### config.mk
export PLATFORM = sky130hd
export DESIGN_NAME = sdram_op_scheduler
export DESIGN_NICKNAME = d
export VERILOG_FILES = /design/src/rtl/sdram_op_scheduler.sv
export SDC_FILE = /design/constraint.sdc
export NUM_CORES = 1
export LEC_CHECK = 0
export BUFFER_PORTS_ARGS = -buffer_cell sky130_fd_sc_hd__buf_4
export CAP_MARGIN = 20
export CORE_AREA = 2 2 90 66
export CTS_BUF_LIST = sky130_fd_sc_hd__clkbuf_8
export CTS_CLUSTER_SIZE = 20
export DETAILED_ROUTE_END_ITERATION = 8
export DIE_AREA = 0 0 92 68
export PLACE_DENSITY = 0.51
export SYNTH_ARGS = -nofsm -noshare
export SYNTH_HDL_FRONTEND = slang
export SYNTH_SLANG_ARGS = --single-unit
### constraint.sdc
create_clock -name clk_i -period 2.18 [get_ports clk_i]
set_input_delay 0.218 -clock clk_i [delete_from_list [all_inputs] [get_ports clk_i]]
set_output_delay 0.218 -clock clk_i [all_outputs]
set_load 0.01 [all_outputs]
### src/rtl/sdram_op_scheduler.sv
`timescale 1ns/1ps
// ---------------------------------------------------------------------------
// sdram_op_scheduler
//
// Front end of the SDRAM subroutine command generator (scg). It arbitrates
// host accesses, periodic auto-refresh and self-refresh entry/exit. It then
// presents one 3-bit opcode at a time to scg and holds it until scg signals
// completion through idle_i.
//
// Opcodes: 0 READY/SR-exit, 1 INIT, 2 SELF_REF, 3 AUTO_REF,
//          4 READ_NB, 5 READ_BRST, 6 WRITE_NB, 7 WRITE_BRST
//
// Ports
//   clk_i          system clock, rising edge
//   rst_i          synchronous active-high reset
//   h_req_i        host request level, held until h_ack_o
//   h_write_i      1 = write, 0 = read (valid with h_req_i)
//   h_burst_i      1 = burst, 0 = single (valid with h_req_i)
//   sleep_i        1 requests self-refresh, 0 requests exit
//   burst_cfg_i    burst-mode config, latched into mode_o at init start
//   idle_i         from scg, 1 = no subroutine in progress
//   opcode_o       opcode to scg
//   mode_o         latched burst_cfg_i, to scg
//   h_ack_o        one-cycle pulse when a host access completes
//   ready_o        high once the init sequence has completed
//   ref_pending_o  high while owed refreshes are outstanding
//   err_o          sticky handshake-timeout flag
// ---------------------------------------------------------------------------
module sdram_op_scheduler #(
    parameter int unsigned REF_INTERVAL = 1114,
    parameter int unsigned ACK_TIMEOUT  = 8
) (
    input  logic       clk_i,
    input  logic       rst_i,
    input  logic       h_req_i,
    input  logic       h_write_i,
    input  logic       h_burst_i,
    input  logic       sleep_i,
    input  logic       burst_cfg_i,
    input  logic       idle_i,
    output logic [2:0] opcode_o,
    output logic       mode_o,
    output logic       h_ack_o,
    output logic       ready_o,
    output logic       ref_pending_o,
    output logic       err_o
);

    localparam int unsigned CW = (REF_INTERVAL > 1) ? $clog2(REF_INTERVAL) : 1;
    localparam int unsigned TW = $clog2(ACK_TIMEOUT + 1);

    localparam logic [CW-1:0] REF_LOAD = CW'(REF_INTERVAL - 1);
    localparam logic [TW-1:0] TMO_LAST = TW'(ACK_TIMEOUT - 1);

    localparam logic [2:0] OP_READY    = 3'd0;
    localparam logic [2:0] OP_INIT     = 3'd1;
    localparam logic [2:0] OP_SELF_REF = 3'd2;
    localparam logic [2:0] OP_AUTO_REF = 3'd3;

    typedef enum logic [2:0] {
        RST_WAIT,
        ISSUE,
        WAIT_BUSY,
        WAIT_DONE,
        GAP,
        IDLE,
        SR_HOLD,
        SR_EXIT
    } state_t;

    state_t        state_q, state_d;
    logic [2:0]    opcode_q, opcode_d;
    logic          mode_q, mode_d;
    logic          h_ack_q, h_ack_d;
    logic          ready_q, ready_d;
    logic          err_q, err_d;
    logic          ref_pend_q, ref_pend_d;
    logic [1:0]    owed_q, owed_d;
    logic          force_ref_q, force_ref_d;
    logic [CW-1:0] ref_cnt_q, ref_cnt_d;
    logic [TW-1:0] tmo_q, tmo_d;

    logic ref_run;
    logic ref_expire;
    logic sr_leave;   // leaving SR_HOLD by either path
    logic ref_done;   // an AUTO_REF completed this cycle
    logic owed_dec;

    // Refresh timing is frozen before init and while scg is self-refreshing.
    assign ref_run    = ready_q && (state_q != SR_HOLD) && (state_q != SR_EXIT);
    assign ref_expire = ref_run && (ref_cnt_q == '0);

    // ------------------------------------------------------------------
    // Sequencer: next state and registered outputs
    // ------------------------------------------------------------------
    always_comb begin
        state_d  = state_q;
        opcode_d = opcode_q;
        mode_d   = mode_q;
        ready_d  = ready_q;
        err_d    = err_q;
        h_ack_d  = 1'b0;
        tmo_d    = tmo_q;
        sr_leave = 1'b0;
        ref_done = 1'b0;

        case (state_q)
            RST_WAIT: begin
                mode_d   = burst_cfg_i;
                opcode_d = OP_INIT;
                state_d  = ISSUE;
            end

            ISSUE: begin
                tmo_d   = '0;
                state_d = WAIT_BUSY;
            end

            WAIT_BUSY: begin
                if (!idle_i) begin
                    state_d = (opcode_q == OP_SELF_REF) ? SR_HOLD : WAIT_DONE;
                end else if (tmo_q == TMO_LAST) begin
                    // scg never took the opcode: flag it and fall back to
                    // IDLE; a host request is still pending and gets retried.
                    err_d    = 1'b1;
                    opcode_d = OP_READY;
                    state_d  = GAP;
                end else begin
                    tmo_d = tmo_q + 1'b1;
                end
            end

            WAIT_DONE: begin
                if (idle_i) begin
                    opcode_d = OP_READY;
                    state_d  = GAP;
                    if (opcode_q == OP_INIT)     ready_d  = 1'b1;
                    if (opcode_q[2])             h_ack_d  = 1'b1;
                    if (opcode_q == OP_AUTO_REF) ref_done = 1'b1;
                end
            end

            GAP: begin
                state_d = IDLE;
            end

            IDLE: begin
                if (!ready_q) begin
                    // Only reachable after an INIT timeout: retry init.
                    opcode_d = OP_INIT;
                    state_d  = ISSUE;
                end else if ((owed_q != 2'd0) || force_ref_q || ref_expire) begin
                    // An expiry on this very edge already outranks the host.
                    opcode_d = OP_AUTO_REF;
                    state_d  = ISSUE;
                end else if (sleep_i) begin
                    opcode_d = OP_SELF_REF;
                    state_d  = ISSUE;
                end else if (h_req_i) begin
                    opcode_d = {1'b1, h_write_i, h_burst_i};
                    state_d  = ISSUE;
                end
            end

            SR_HOLD: begin
                if (!sleep_i) begin
                    opcode_d = OP_READY;
                    sr_leave = 1'b1;
                    state_d  = SR_EXIT;
                end else if (idle_i) begin
                    opcode_d = OP_READY;
                    sr_leave = 1'b1;
                    state_d  = GAP;
                end
            end

            SR_EXIT: begin
                if (idle_i) state_d = GAP;
            end

            default: state_d = RST_WAIT;
        endcase
    end

    // ------------------------------------------------------------------
    // Refresh interval counter and owed-refresh bookkeeping
    // ------------------------------------------------------------------
    // A forced post-self-refresh AUTO_REF is consumed before the owed count.
    assign owed_dec = ref_done && !force_ref_q;

    always_comb begin
        ref_cnt_d   = ref_cnt_q;
        owed_d      = owed_q;
        force_ref_d = force_ref_q;

        if (sr_leave || ref_expire) begin
            ref_cnt_d = REF_LOAD;
        end else if (ref_run) begin
            ref_cnt_d = ref_cnt_q - 1'b1;
        end

        if (sr_leave) begin
            // Rows were refreshed by scg during self-refresh; owe nothing,
            // but insist on one AUTO_REF before the host gets back in.
            owed_d      = 2'd0;
            force_ref_d = 1'b1;
        end else begin
            if (ref_done && force_ref_q) force_ref_d = 1'b0;
            case ({ref_expire, owed_dec})
                2'b10:   if (owed_q != 2'd3) owed_d = owed_q + 2'd1;
                2'b01:   if (owed_q != 2'd0) owed_d = owed_q - 2'd1;
                default: owed_d = owed_q;  // none, or expiry cancels completion
            endcase
        end

        ref_pend_d = (owed_d != 2'd0);
    end

    // ------------------------------------------------------------------
    // State registers
    // ------------------------------------------------------------------
    always_ff @(posedge clk_i) begin
        if (rst_i) begin
            state_q     <= RST_WAIT;
            opcode_q    <= OP_READY;
            mode_q      <= 1'b0;
            h_ack_q     <= 1'b0;
            ready_q     <= 1'b0;
            err_q       <= 1'b0;
            ref_pend_q  <= 1'b0;
            owed_q      <= 2'd0;
            force_ref_q <= 1'b0;
            ref_cnt_q   <= REF_LOAD;
            tmo_q       <= '0;
        end else begin
            state_q     <= state_d;
            opcode_q    <= opcode_d;
            mode_q      <= mode_d;
            h_ack_q     <= h_ack_d;
            ready_q     <= ready_d;
            err_q       <= err_d;
            ref_pend_q  <= ref_pend_d;
            owed_q      <= owed_d;
            force_ref_q <= force_ref_d;
            ref_cnt_q   <= ref_cnt_d;
            tmo_q       <= tmo_d;
        end
    end

    assign opcode_o      = opcode_q;
    assign mode_o        = mode_q;
    assign h_ack_o       = h_ack_q;
    assign ready_o       = ready_q;
    assign ref_pending_o = ref_pend_q;
    assign err_o         = err_q;

endmodule

==> Yosys cells after proc, flatten, opt, wreduce, memory -nomap -nowiden <==
Index checks and enable logic that the tools add are counted.
{ "totals": {"ff_bits": 29, "inputBits": 8, "output_inout_bits": 8, "elab_cells": 97} }
{ "op_classes": {"add_sub_neg": 4, "eq_ne": 21, "muxes": 35, "bitwise_logic": 2, "n_reduce_logical": 24} }
{ "ops": {"columns": ["operator", "count"], "rows": [
  ["2-to-1 mux 3 bit", 17],
  ["one-hot mux 3 bit (7 select lines)", 1],
  ["one-hot mux 3 bit (5 select lines)", 1],
  ["== test 3 x 2 -> 1 bit, second input constant", 4],
  ["== test 3 bit, second input constant", 4],
  ["zero test 11 bit", 1],
  ["subtractor 11 x 1 -> 11 bit, second input constant", 1],
  ["2-to-1 mux 1 bit", 9],
  ["!= test 3 bit, second input constant", 3],
  ["AND reduction 3 bit", 3],
  ["2-to-1 mux 4 bit", 2],
  ["!= test 2 bit, second input constant", 4],
  ["one-hot mux 4 bit (2 select lines)", 1],
  ["nonzero test 2 bit", 4],
  ["== test 3 x 1 -> 1 bit, second input constant", 2],
  ["2-to-1 mux 2 bit", 3],
  ["logical AND 1 bit", 5],
  ["!= test 5 bit, second input constant", 1],
  ["nonzero test 5 bit", 1],
  ["adder 4 x 1 -> 4 bit, second input constant", 1],
  ["== test 4 x 3 -> 1 bit, second input constant", 1],
  ["one-hot mux 2 bit (2 select lines)", 1],
  ["AND reduction 4 bit", 1],
  ["OR reduction 2 bit", 2],
  ["other kinds (10)", 13]
]} }

==> Depth between registers and ports, before layout <==
Gate-level depths: netlist (run 1).
{ "depth": {"depth_word": 9, "depth_mapped": 11, "mapped_depth_nobuf": 10} }

==> Least setup slack after synthesis (run 1) <==
Ideal clock, no wire load.
{ "synth_timing": {"kind": "register -> register", "from": "register state_q[1]", "to": "register ref_pend_q (netlist: ref_pending_o)", "arrival_ns": 1.953, "required_ns": 2.043, "slack_ns": 0.090, "path_stages_with_launch": 10, "path_buffers": 1, "synth_period_minus_slack_ns": 2.090, "cell_sequence": "dfxtp_1 -> buf_6 -> nand4b_1 -> nor3b_1 -> nand2_1 -> or2_1 -> inv_1 -> ha_1 -> a221oi_1 -> a31oi_1"} }
{ "synth_via": {"elab_chain_len": 8, "word_cells_on_any_way": 15, "classes_between": "eq/ne (6); mux (4); reduce/logical (5)"} }
{ "synth_rtl": {"columns": ["element", "line_no", "rtl"], "rows": [
  ["start, declared", "71", "state_t state_q, state_d;"],
  ["start signal, assigned", "236", "state_q <= state_d;"],
  ["!= test 3 bit", "90", "assign ref_run = ready_q && (state_q != SR_HOLD) && (state_q != SR_EXIT);"],
  ["logical AND 1 bit (2 in a row)", "90", null],
  ["logical AND 1 bit", "91", "assign ref_expire = ref_run && (ref_cnt_q == '0);"],
  ["== test 2 x 1 -> 1 bit / == test 2 bit (equally long branches)", "209", "case ({ref_expire, owed_dec})"],
  ["one-hot mux 2 bit (2 select lines)", "209", null],
  ["2-to-1 mux 2 bit (*)", "202", "if (sr_leave) begin"],
  ["nonzero test 2 bit (*)", "216", "ref_pend_d = (owed_d != 2'd0);"],
  ["end signal, assigned", "242", "ref_pend_q <= ref_pend_d;"],
  ["end, declared", "77", "logic ref_pend_q, ref_pend_d;"]
]} }
Every way passes the cells marked *; elsewhere a longest branch is shown, timed or not.
A chain may end at the register's enable or synchronous reset.

==> Final worst setup path (run 1) <==
{ "layout_timing": {"from": "register ref_cnt_q[2]", "to": "register ref_pend_q (netlist: ref_pending_o)"} }
{ "layout_via": {"elab_chain_len": 6, "word_cells_on_any_way": 7, "classes_between": "eq/ne (2); mux (2); reduce/logical (3)"} }
{ "layout_rtl": {"columns": ["element", "line_no", "rtl"], "rows": [
  ["start, declared", "80", "logic [CW-1:0] ref_cnt_q, ref_cnt_d;"],
  ["start signal, assigned", "245", "ref_cnt_q <= ref_cnt_d;"],
  ["zero test 11 bit (*)", "91", null],
  ["logical AND 1 bit (*)", "91", null],
  ["== test 2 x 1 -> 1 bit / == test 2 bit (equally long branches)", "209", null],
  ["one-hot mux 2 bit (2 select lines) (*)", "209", null],
  ["2-to-1 mux 2 bit (*)", "202", null],
  ["nonzero test 2 bit (*)", "216", null]
]} }
Marked as above.

==> run metrics, run 1 <==
Worst-path clk slew 0.07 ns; Synth Area in XOR/XNOR 6.67%; placer congestion estimate 0.780; routed vias/inst 4.68; final setup fails 0; RSZ-0062 raised after global routing no; final worst path period need 2.01 ns; Antenna Cells 0; top_reg_cell synth dfxtp_1; vias in the first global route 1299; Worst EP required 2.33 ns; TritonRoute pass-1 iters 4; Area growth syn-to-layout 20.9%; WL final 3550 microns; Pleak 0.726 nW; final-report max-slew violation count 0; initial antenna violation count 0; gr ovfl total 0; CTS Buf Count 5; share of layout cells above drive strength 1 18.5%; port buffer count 15; die area 6260 sq um; simple-gate portion of the synthesized area 29.9%; PD cells 705 nW/um^2; Yosys Warn Count 0; Slew @ Worst Pin 0.490 ns; mux share of post-synthesis cell area 0.635%; Synth Instances 187; hold buffers post-CTS 0; Final Net Count 223; CP max stage delay 0.38 ns; WS Path Type flip-flop to flip-flop; Post-route DRC 0; first-pass GRT wire length 6310 microns; Worst slew margin 66.5%; post-cts resize count 0; Arr. time, crit path 2.16 ns; hold depth 3; critical path's slowest cell ha_1; # IOs 16; Post-synth EDFFs 0; sequential share of the synthesized area 36.9%; clock skew 0.00672 ns; post-synth design cell area 1580 sq um; Max Root-Sink Buffers 2; clock root buffer clkbuf_8; largest net degree at the start of global routing 21; R2R cell count 7; HPWL Detailed 2650 microns; chip height 68 microns; setup tns final 0 ns; Yosys cell types 52; R2R Setup Slk 0.17 ns; Cell Chain, Critical Path nor4_4 -> nand4_2 -> ha_1 -> nand2b_1 -> nor2_1 -> a221oi_1 -> a31oi_1; wire per inst 12.4 microns; critical path launch point type flip-flop; Die X 92 microns; Hold WC Path Type input port to flip-flop; Tot Pwr 1.34 mW; Clock Latency Late Sink 0.28 ns; CTS HTree Levels 2; r2r startpoint ref_cnt_q[2]$_SDFFE_PP0P_; Worst Path Max Fanout 4; Num Clock Sinks 29; Seq cells post-synth 29; fmax 497 MHz; number of DRC markers in iteration 0 132; core area 5470 sq um; Worst R2R End ref_pending_o$_SDFF_PP0_; Starting Density 28.8%; final clock period utilization by the worst path 92.3%; worst vdd ir 0.334 mV; row count 23; ys async rst share 0%; setup repair bufs after CTS 0; total number of vias 1339; Worst setup EP type flip-flop; post-route ant nets 0; Hold EP mode_o$_SDFFE_PP0N_; Compound-Gate Fraction of Synth Area 16.4%; Adder-Cell Fraction of Synth Area 3.97%; Synthesized Nets 200; final hold vios 0; status complete, no violations; Hold Crit Start burst_cfg_i; CTS tree yes; max cap viols 0; largest family of logic cells by synthesized area simple AND/OR/NAND/NOR gates; All-Layer GR Usage 13.0%; Mapped Avg Cell Area 8.42 sq um
-- report_power, final --
part	total, mW	internal, mW	switching [mW]
combinational	0.276	0.123	0.153
clock	0.495	0.285	0.210
sequential	0.571	0.555	0.0170
-- flip-flops by register name, summed over array words and instances, names as in the netlist --
register       flops
err_o              1
mode_o             1
ref_pending_o      1
ready_o            1
state_q            3
opcode_o           3
force_ref_q        1
h_ack_o            1
tmo_q              4
ref_cnt_q         11
owed_q             2
-- how the worst max path moves through the flow --
stage | from | endpoint | slack (ns)
4_1_cts | state_q[2]$_SDFFE_PP0P_ | ref_pending_o$_SDFF_PP0_ | 0.13
3_3_place_gp | idle_i | ref_pending_o$_SDFF_PP0_ | 0.20
6_report | ref_cnt_q[2]$_SDFFE_PP0P_ | ref_pending_o$_SDFF_PP0_ | 0.17
3_5_place_dp | idle_i | ref_pending_o$_SDFF_PP0_ | 0.13
5_1_grt | state_q[2]$_SDFFE_PP0P_ | ref_pending_o$_SDFF_PP0_ | 0.02
2_1_floorplan | state_q[1]$_SDFFE_PP0P_ | ref_pending_o$_SDFF_PP0_ | 0.09
-- cell type report --
class	instances	area, sq um
fill	600	3560
multi-input combinational	142	922
sequential	29	581
timing repair buffer	23	173
clock buffer	7	96.3
tap	75	93.8
inverter	9	33.8
clock inverter	1	5.00
-- per-stage QoR --
step / setup slack [ns] / util, % / instances / hold WS [ns] / area [sq um]
after floorplan: 0.0904 / - / 187 / 0.358 / 1580
after global placement: 0.199 / 32.7 / 278 / 0.455 / 1790
after detailed placement: 0.126 / 32.7 / 278 / 0.459 / 1790
after CTS: 0.127 / 34.6 / 286 / 0.175 / 1890
after global routing: 0.0152 / 34.8 / 286 / 0.192 / 1900
final: 0.169 / 34.8 / 286 / 0.182 / 1900
-- worst max-delay path: cells and delay by family (launching register included) --
kind | cells | cell delay (ns)
flops | 1 | 0.35
simple gates | 4 | 0.75
compound gates | 2 | 0.41
fa+ha+maj | 1 | 0.38
-- cell usage in the layout, fill, tap and decap left out, types with 2 or more instances in the layout --
master    count
dfxtp_1      29
buf_4        23
nor2_1       22
nand2_1      17
a21oi_1      12
o21ai_0       9
inv_1         8
xor2_1        8
nor3_1        8
clkbuf_8      7
nand2b_1      6
nand3_1       5
ha_1          5
nor2b_1       4
xnor2_1       4
nor4_1        3
a211oi_1      3
nand4_1       3
nor4_4        2
and2b_1       2
nand3b_1      2
-- kinds of logic after synthesis --
group                    count (synthesis)
AND/OR/NAND/NOR                         85
multiplexers                             1
flip-flops                              29
XOR/XNOR                                12
buffers and inverters                   16
AO/OA/AOI/OAI                           39
adder cells (fa/ha/maj)                  5
-- synth_stat cells, drive strengths merged (4+ instances only) --
master / instances / area, sq um
nand2b: 6 / 37.5
xnor2: 4 / 35.0
o21ai: 10 / 50.0
nand2: 17 / 63.8
nor3: 9 / 56.3
nand3: 5 / 25.0
inv: 8 / 30.0
nor4: 5 / 52.6
a21oi: 12 / 60.1
nor2: 22 / 82.6
xor2: 8 / 70.1
ha: 5 / 62.6
nor2b: 4 / 25.0
dfxtp: 29 / 581
nand4: 4 / 31.3
-- layer usage --
layer	vias to the layer above	GRT usage [%]	part of all wire, %
met5	-	0	0
met3	5	4.19	4.7
met4	0	5.04	1.2
li1	708	-	-
met1	592	19.5	58
met2	34	16.9	36
No activity file was read; power rests on OpenSTA's default activity.
==> run 2, diff against run 1 <==
--- a/config.mk
+++ b/config.mk
@@ -13,5 +13,5 @@
 export DETAILED_ROUTE_END_ITERATION = 8
 export DIE_AREA = 0 0 92 68
-export PLACE_DENSITY = 0.51
+export PLACE_DENSITY = 0.49
 export SYNTH_ARGS = -nofsm -noshare
 export SYNTH_HDL_FRONTEND = slang
==> constraint.sdc (replaced) <==
create_clock -name clk_i -period 2.55 [get_ports clk_i]
set_input_delay 0.3825 -clock clk_i [delete_from_list [all_inputs] [get_ports clk_i]]
set_output_delay 0.3825 -clock clk_i [all_outputs]
set_load 0.01 [all_outputs]
==> run 2 against run 1 <==
Against the previous run: fmax shrank 4.8%; worst hold slack gained 0.16 ns; cell count shrank 1.4%; critical path type unchanged; critical endpoint unchanged; highest routed layer unchanged.
==> run metrics, run 2 (synthesis gave the netlist of run 1 again) <==
row count 23; post-layout util 34.0%; Post-route DRC 0; WS Path Type flip-flop to flip-flop; core area 5470 sq um; status complete, no violations; Worst EP required 2.70 ns; Hold EP mode_o$_SDFFE_PP0N_; placer congestion estimate 0.798; fmax 473 MHz; clock root buffer clkbuf_8; post-route ant nets 0; Max Root-Sink Buffers 2; max cap viols 0; gr ovfl total 0; die area 6260 sq um; final hold vios 0; Antenna Cells 0; Hold Crit Start burst_cfg_i; Area growth syn-to-layout 18.1%; clock skew 0.0100 ns; All-Layer GR Usage 11.8%; Pleak 0.703 nW; hold buffers post-CTS 0; critical path launch point type flip-flop; most common cell after layout, fill and taps aside dfxtp_1; final clock period utilization by the worst path 82.8%; vias in the first global route 1146; final-report max-slew violation count 0; top flop regs ref_cnt_q: 11 flops, tmo_q: 4 flops; R2R cell count 10; share of layout cells above drive strength 1 16.4%; port buffer count 15; Num Clock Sinks 29; Hold WC Path Type input port to flip-flop; final worst path period need 2.11 ns; Worst slew margin 60.2%; r2r startpoint ref_cnt_q[0]$_SDFFE_PP1P_; worst vdd ir 0.236 mV; PD cells 619 nW/um^2; Slew @ Worst Pin 0.583 ns; Worst-path clk slew 0.07 ns; routed vias/inst 4.78; Worst setup EP type flip-flop; initial antenna violation count 0; CTS HTree Levels 2; Final Net Count 219; Starting Density 28.8%; total number of vias 1347; Worst Path Max Fanout 5; setup tns final 0 ns; CTS Buf Count 5; final setup fails 0; Worst R2R End ref_pending_o$_SDFF_PP0_; largest net degree at the start of global routing 21; HPWL Detailed 2510 microns; wire per inst 12.4 microns; WL final 3500 microns; hold depth 3; # IOs 16; CTS tree yes; Clock Latency Late Sink 0.28 ns; Die X 92 microns; beginning of the critical path ref_cnt_q[0]$_SDFFE_PP1P_; first-pass GRT wire length 5730 microns; Arr. time, crit path 2.26 ns; largest reg by FF count ref_cnt_q; setup repair bufs after CTS 0; most frequent cells in the layout 29 x dfxtp_1, 22 x nor2_1, 19 x buf_4; chip height 68 microns; TritonRoute pass-1 iters 4; RSZ-0062 raised after global routing no; post-cts resize count 0; number of DRC markers in iteration 0 116; Largest register FFs 11; R2R Setup Slk 0.44 ns
run 2: cell types whose count changed in the layout (fill, tap and decap cells not counted):
cell     before  now
nor3b_1       1    2
buf_4        23   19
nor4_4        2    1
nor4_2        0    1
nor3b_2       1    0
run 2: how the worst max path moves through the flow:
stage | slack, ns | endpoint | cells after the start
after floorplan | 0.37 | ref_pending_o$_SDFF_PP0_ | 9
after global placement | 0.40 | ref_pending_o$_SDFF_PP0_ | 9
after detailed placement | 0.37 | ref_pending_o$_SDFF_PP0_ | 11
after CTS | 0.42 | ref_pending_o$_SDFF_PP0_ | 10
after global routing | 0.20 | ref_pending_o$_SDFF_PP0_ | 10
final | 0.44 | ref_pending_o$_SDFF_PP0_ | 10
run 2: per-stage QoR:
| step | hold slack [ns] | area (sq um) | instances | power (mW) | worst slack [ns] |
|---|---|---|---|---|---|
| 2_1_floorplan | 0.453 | 1580 | 187 | 0.669 | 0.372 |
| 3_3_place_gp | 0.457 | 1760 | 274 | 0.738 | 0.403 |
| 3_5_place_dp | 0.473 | 1760 | 274 | 0.730 | 0.372 |
| 4_1_cts | 0.343 | 1860 | 282 | 1.16 | 0.424 |
| 5_1_grt | 0.364 | 1860 | 282 | 1.21 | 0.197 |
| 6_report | 0.342 | 1860 | 282 | 1.15 | 0.438 |
run 2: cell type report:
cell class              instances  area (sq um)
clock buffers                   7          96.3
clock inverters                 1          5.00
fillers                       587          3610
inverters                       9          33.8
multi-input cells             142           908
flip-flops and latches         29           581
well taps                      75          93.8
repair buffers                 19           143
run 2: report_power, final:
group / leakage, nW / internal, mW / switching, mW / total (mW)
Clock: 0.0542 / 0.244 / 0.185 / 0.429
Sequential: 0.235 / 0.474 / 0.0155 / 0.489
Combinational: 0.414 / 0.100 / 0.133 / 0.233
run 2: critical path, cell delays in order, from the launching register on:
cell      delay [ns]
dfxtp_1         0.37
inv_1           0.08
ha_1            0.20
and2b_1         0.16
nand4_2         0.12
clkinv_1        0.21
ha_1            0.30
nand2_1         0.07
o21ai_0         0.07
a221oi_1        0.29
a31oi_1         0.12
run 2: per-layer routing:
layer	global-route usage, %	up-vias	share of wire (%)
li1	-	695	-
met1	18.8	606	58
met2	14.0	41	34
met3	3.52	5	6.2
met4	4.48	0	1.5
met5	0	-	0
==> run 3, diff against run 2 <==
Settings changed: ABC_AREA from default to 1, CORE_AREA 2 2 90 66 to 2 2 93 68, DIE_AREA 0 0 92 68 to 0 0 95 70.
Clock period 2.55 ns to 2.2 ns, I/O delays scaled along.
==> run 3 against run 2 <==
Against the previous run: fmax rose by 10%; register-to-register slack got worse by 0.15 ns; global-route usage rose by 0.63 points; clock power rose by 3%; clock skew fell by 0.0037 ns; combinational power rose by 38%; sequential share of layout area fell by 1.7 points; count of clock-buffer cells in the layout fell by 1; critical path type unchanged; critical endpoint unchanged; power rose by 18%.
==> run metrics, run 3 <==
final setup fails 0; max cap viols 0; beginning of the critical path state_q[1]$_SDFFE_PP0P_; Mapped Avg Cell Area 7.32 sq um; chip height 70 microns; Largest register FFs 11; most common library cells after synthesis 35 x nand2_1, 31 x inv_1, 29 x dfxtp_1; core area 5920 sq um; clock root buffer clkbuf_8; wire per inst 11.5 microns; All-Layer GR Usage 12.4%; most frequent cells in the layout 35 x nand2_1, 32 x inv_1, 27 x dfxtp_1; Synth Instances 231; R2R cell count 12; ys async rst share 0%; setup tns final 0 ns; synth top area cells dfxtp_1 34%, nand2_1 7.8%, inv_1 6.9%; RSZ-0062 raised after global routing no; Max Root-Sink Buffers 2; R2R Setup Slk 0.29 ns; Clock Latency Late Sink 0.28 ns; number of DRC markers in iteration 0 170; post-synth design cell area 1690 sq um; post-route ant nets 0; FF+latch area 583 sq um; Num Clock Sinks 29; status complete, no violations; Crit path max-delay family simple AND/OR/NAND/NOR gates; Yosys Warn Count 0; CTS Buf Count 5; CP Buf/Inv Count 2; Final Net Count 265; Antenna Cells 0; # IOs 16; Post-synth EDFFs 0; Seq cells post-synth 29; footprint of the multi-input gates 945 sq um; final-report max-slew violation count 0; top_reg_cell synth dfxtp_1; CTS HTree Levels 2; HPWL Detailed 2970 microns; vias in the first global route 1365; CP max stage delay 0.38 ns; Slew @ Worst Pin 0.393 ns; placer congestion estimate 0.834; gr ovfl total 0; Stages on worst setup path 12; critical path launch point type flip-flop; port buffer count 15; Die X 95 microns; top flop regs ref_cnt_q: 11 flops, tmo_q: 4 flops; Worst EP required 2.41 ns; most common cell after layout, fill and taps aside nand2_1; Post-route DRC 0; final hold vios 0; Worst slew margin 73.6%; Pleak 0.862 nW; fmax 522 MHz; worst vdd ir 0.251 mV; Worst Path Max Fanout 8; row count 24; initial antenna violation count 0; area leader, netlist dfxtp_1; r2r startpoint state_q[1]$_SDFFE_PP0P_; Cell Chain, Critical Path inv_2 -> nor2_4 -> nand2_1 -> nor2_1 -> nand4_1 -> nor2_1 -> ha_1 -> inv_1 -> nand3_1 -> o21ai_0 -> nand2_1 -> a21oi_1; WL final 3810 microns; largest net degree at the start of global routing 13; hold slack 0.327 ns; final clock period utilization by the worst path 87.0%; Area growth syn-to-layout 16.7%; # fillers 644; routed vias/inst 4.42; Yosys top cell area share 34.3%; WS Path Type flip-flop to flip-flop; sequential share of the synthesized area 34.3%; Worst setup EP type flip-flop; clock skew 0.00632 ns; Worst-path clk slew 0.07 ns; first-pass GRT wire length 6490 microns; critical path's slowest cell dfxtp_2; Starting Density 28.6%; Synthesized Nets 244; final worst path period need 1.91 ns; total number of vias 1459; Worst R2R End ref_pending_o$_SDFF_PP0_; Arr. time, crit path 2.12 ns; Yosys cell types 36; most numerous cell in the Yosys netlist nand2_1; die area 6650 sq um; PD cells 686 nW/um^2; TritonRoute pass-1 iters 4; largest reg by FF count ref_cnt_q; Hold WC Path Type input port to flip-flop; Setup crit end ref_pending_o$_SDFF_PP0_; CTS tree yes; share of layout cells above drive strength 1 23.8%; hold buffers post-CTS 0
[run 3: where the power goes]
part           internal, mW  switching [mW]  leakage, nW
clock network         0.243           0.198       0.0485
registers             0.555          0.0377        0.236
logic                 0.120           0.200        0.578
total                 0.918           0.436        0.862
[run 3: area by class of cell]
type / instances / area share [%]
clock inverters: 1 / 0.190
inverters: 36 / 6.84
well taps: 78 / 4.94
multi-input cells: 163 / 47.8
repair buffers: 17 / 6.46
clock buffers: 6 / 4.18
flip-flops and latches: 29 / 29.5
[run 3: worst min-delay path by stage]
stage | start | endpoint | slack, ns | depth (start not counted)
after CTS | rst_i | opcode_o[1]$_SDFFE_PP0P_ | 0.32 | 2
after global placement | mode_o$_SDFFE_PP0N_ | mode_o$_SDFFE_PP0N_ | 0.44 | 2
final | rst_i | opcode_o[1]$_SDFFE_PP0P_ | 0.33 | 2
after floorplan | rst_i | h_ack_o$_SDFF_PP0_ | 0.41 | 1
after global routing | rst_i | opcode_o[1]$_SDFFE_PP0P_ | 0.33 | 2
after detailed placement | mode_o$_SDFFE_PP0N_ | mode_o$_SDFFE_PP0N_ | 0.44 | 2
[run 3: worst register-to-register path: stages, from the launching register on]
cell,delay [ns]
dfxtp_2,0.38
inv_2,0.11
nor2_4,0.10
nand2_1,0.10
nor2_1,0.13
nand4_1,0.11
nor2_1,0.17
ha_1,0.27
inv_1,0.09
nand3_1,0.07
o21ai_0,0.07
nand2_1,0.08
a21oi_1,0.15
[run 3: timing repair]
item                                   4_1_cts  5_1_grt
setup endpoints to repair                    0        3
resized for setup                            0        2
setup buffers                                0        0
endpoints found under the hold margin        0        0
[run 3: cells by family after synthesis]
kind of cell | after synthesis | share of synthesized area (%)
compound gates | 38 | 12.6
xor+xnor | 3 | 1.55
fa+ha+maj | 5 | 3.70
buf+inv | 39 | 9.84
flops | 29 | 34.3
simple gates | 117 | 37.9
[run 3: layer usage]
metal / GRT usage (%) / vias to the layer above / share of wire [%]
met4: 4.19 / 0 / 1.5
met5: 0 / - / 0
met3: 3.13 / 7 / 4.7
met2: 15.4 / 26 / 36
li1: - / 796 / -
met1: 20.0 / 630 / 57
[run 3: through the flow]
step | utilization [%] | setup WS, ns | area [sq um] | total power [mW] | cells
global route | 33.4 | 0.0191 | 1970 | 1.44 | 330
detailed placement | 31.9 | 0.223 | 1890 | 0.920 | 323
finish | 33.4 | 0.285 | 1970 | 1.35 | 330
global placement | 31.9 | 0.198 | 1890 | 0.928 | 323
floorplan | - | 0.436 | 1690 | 0.840 | 231
CTS | 33.3 | 0.203 | 1970 | 1.37 | 330
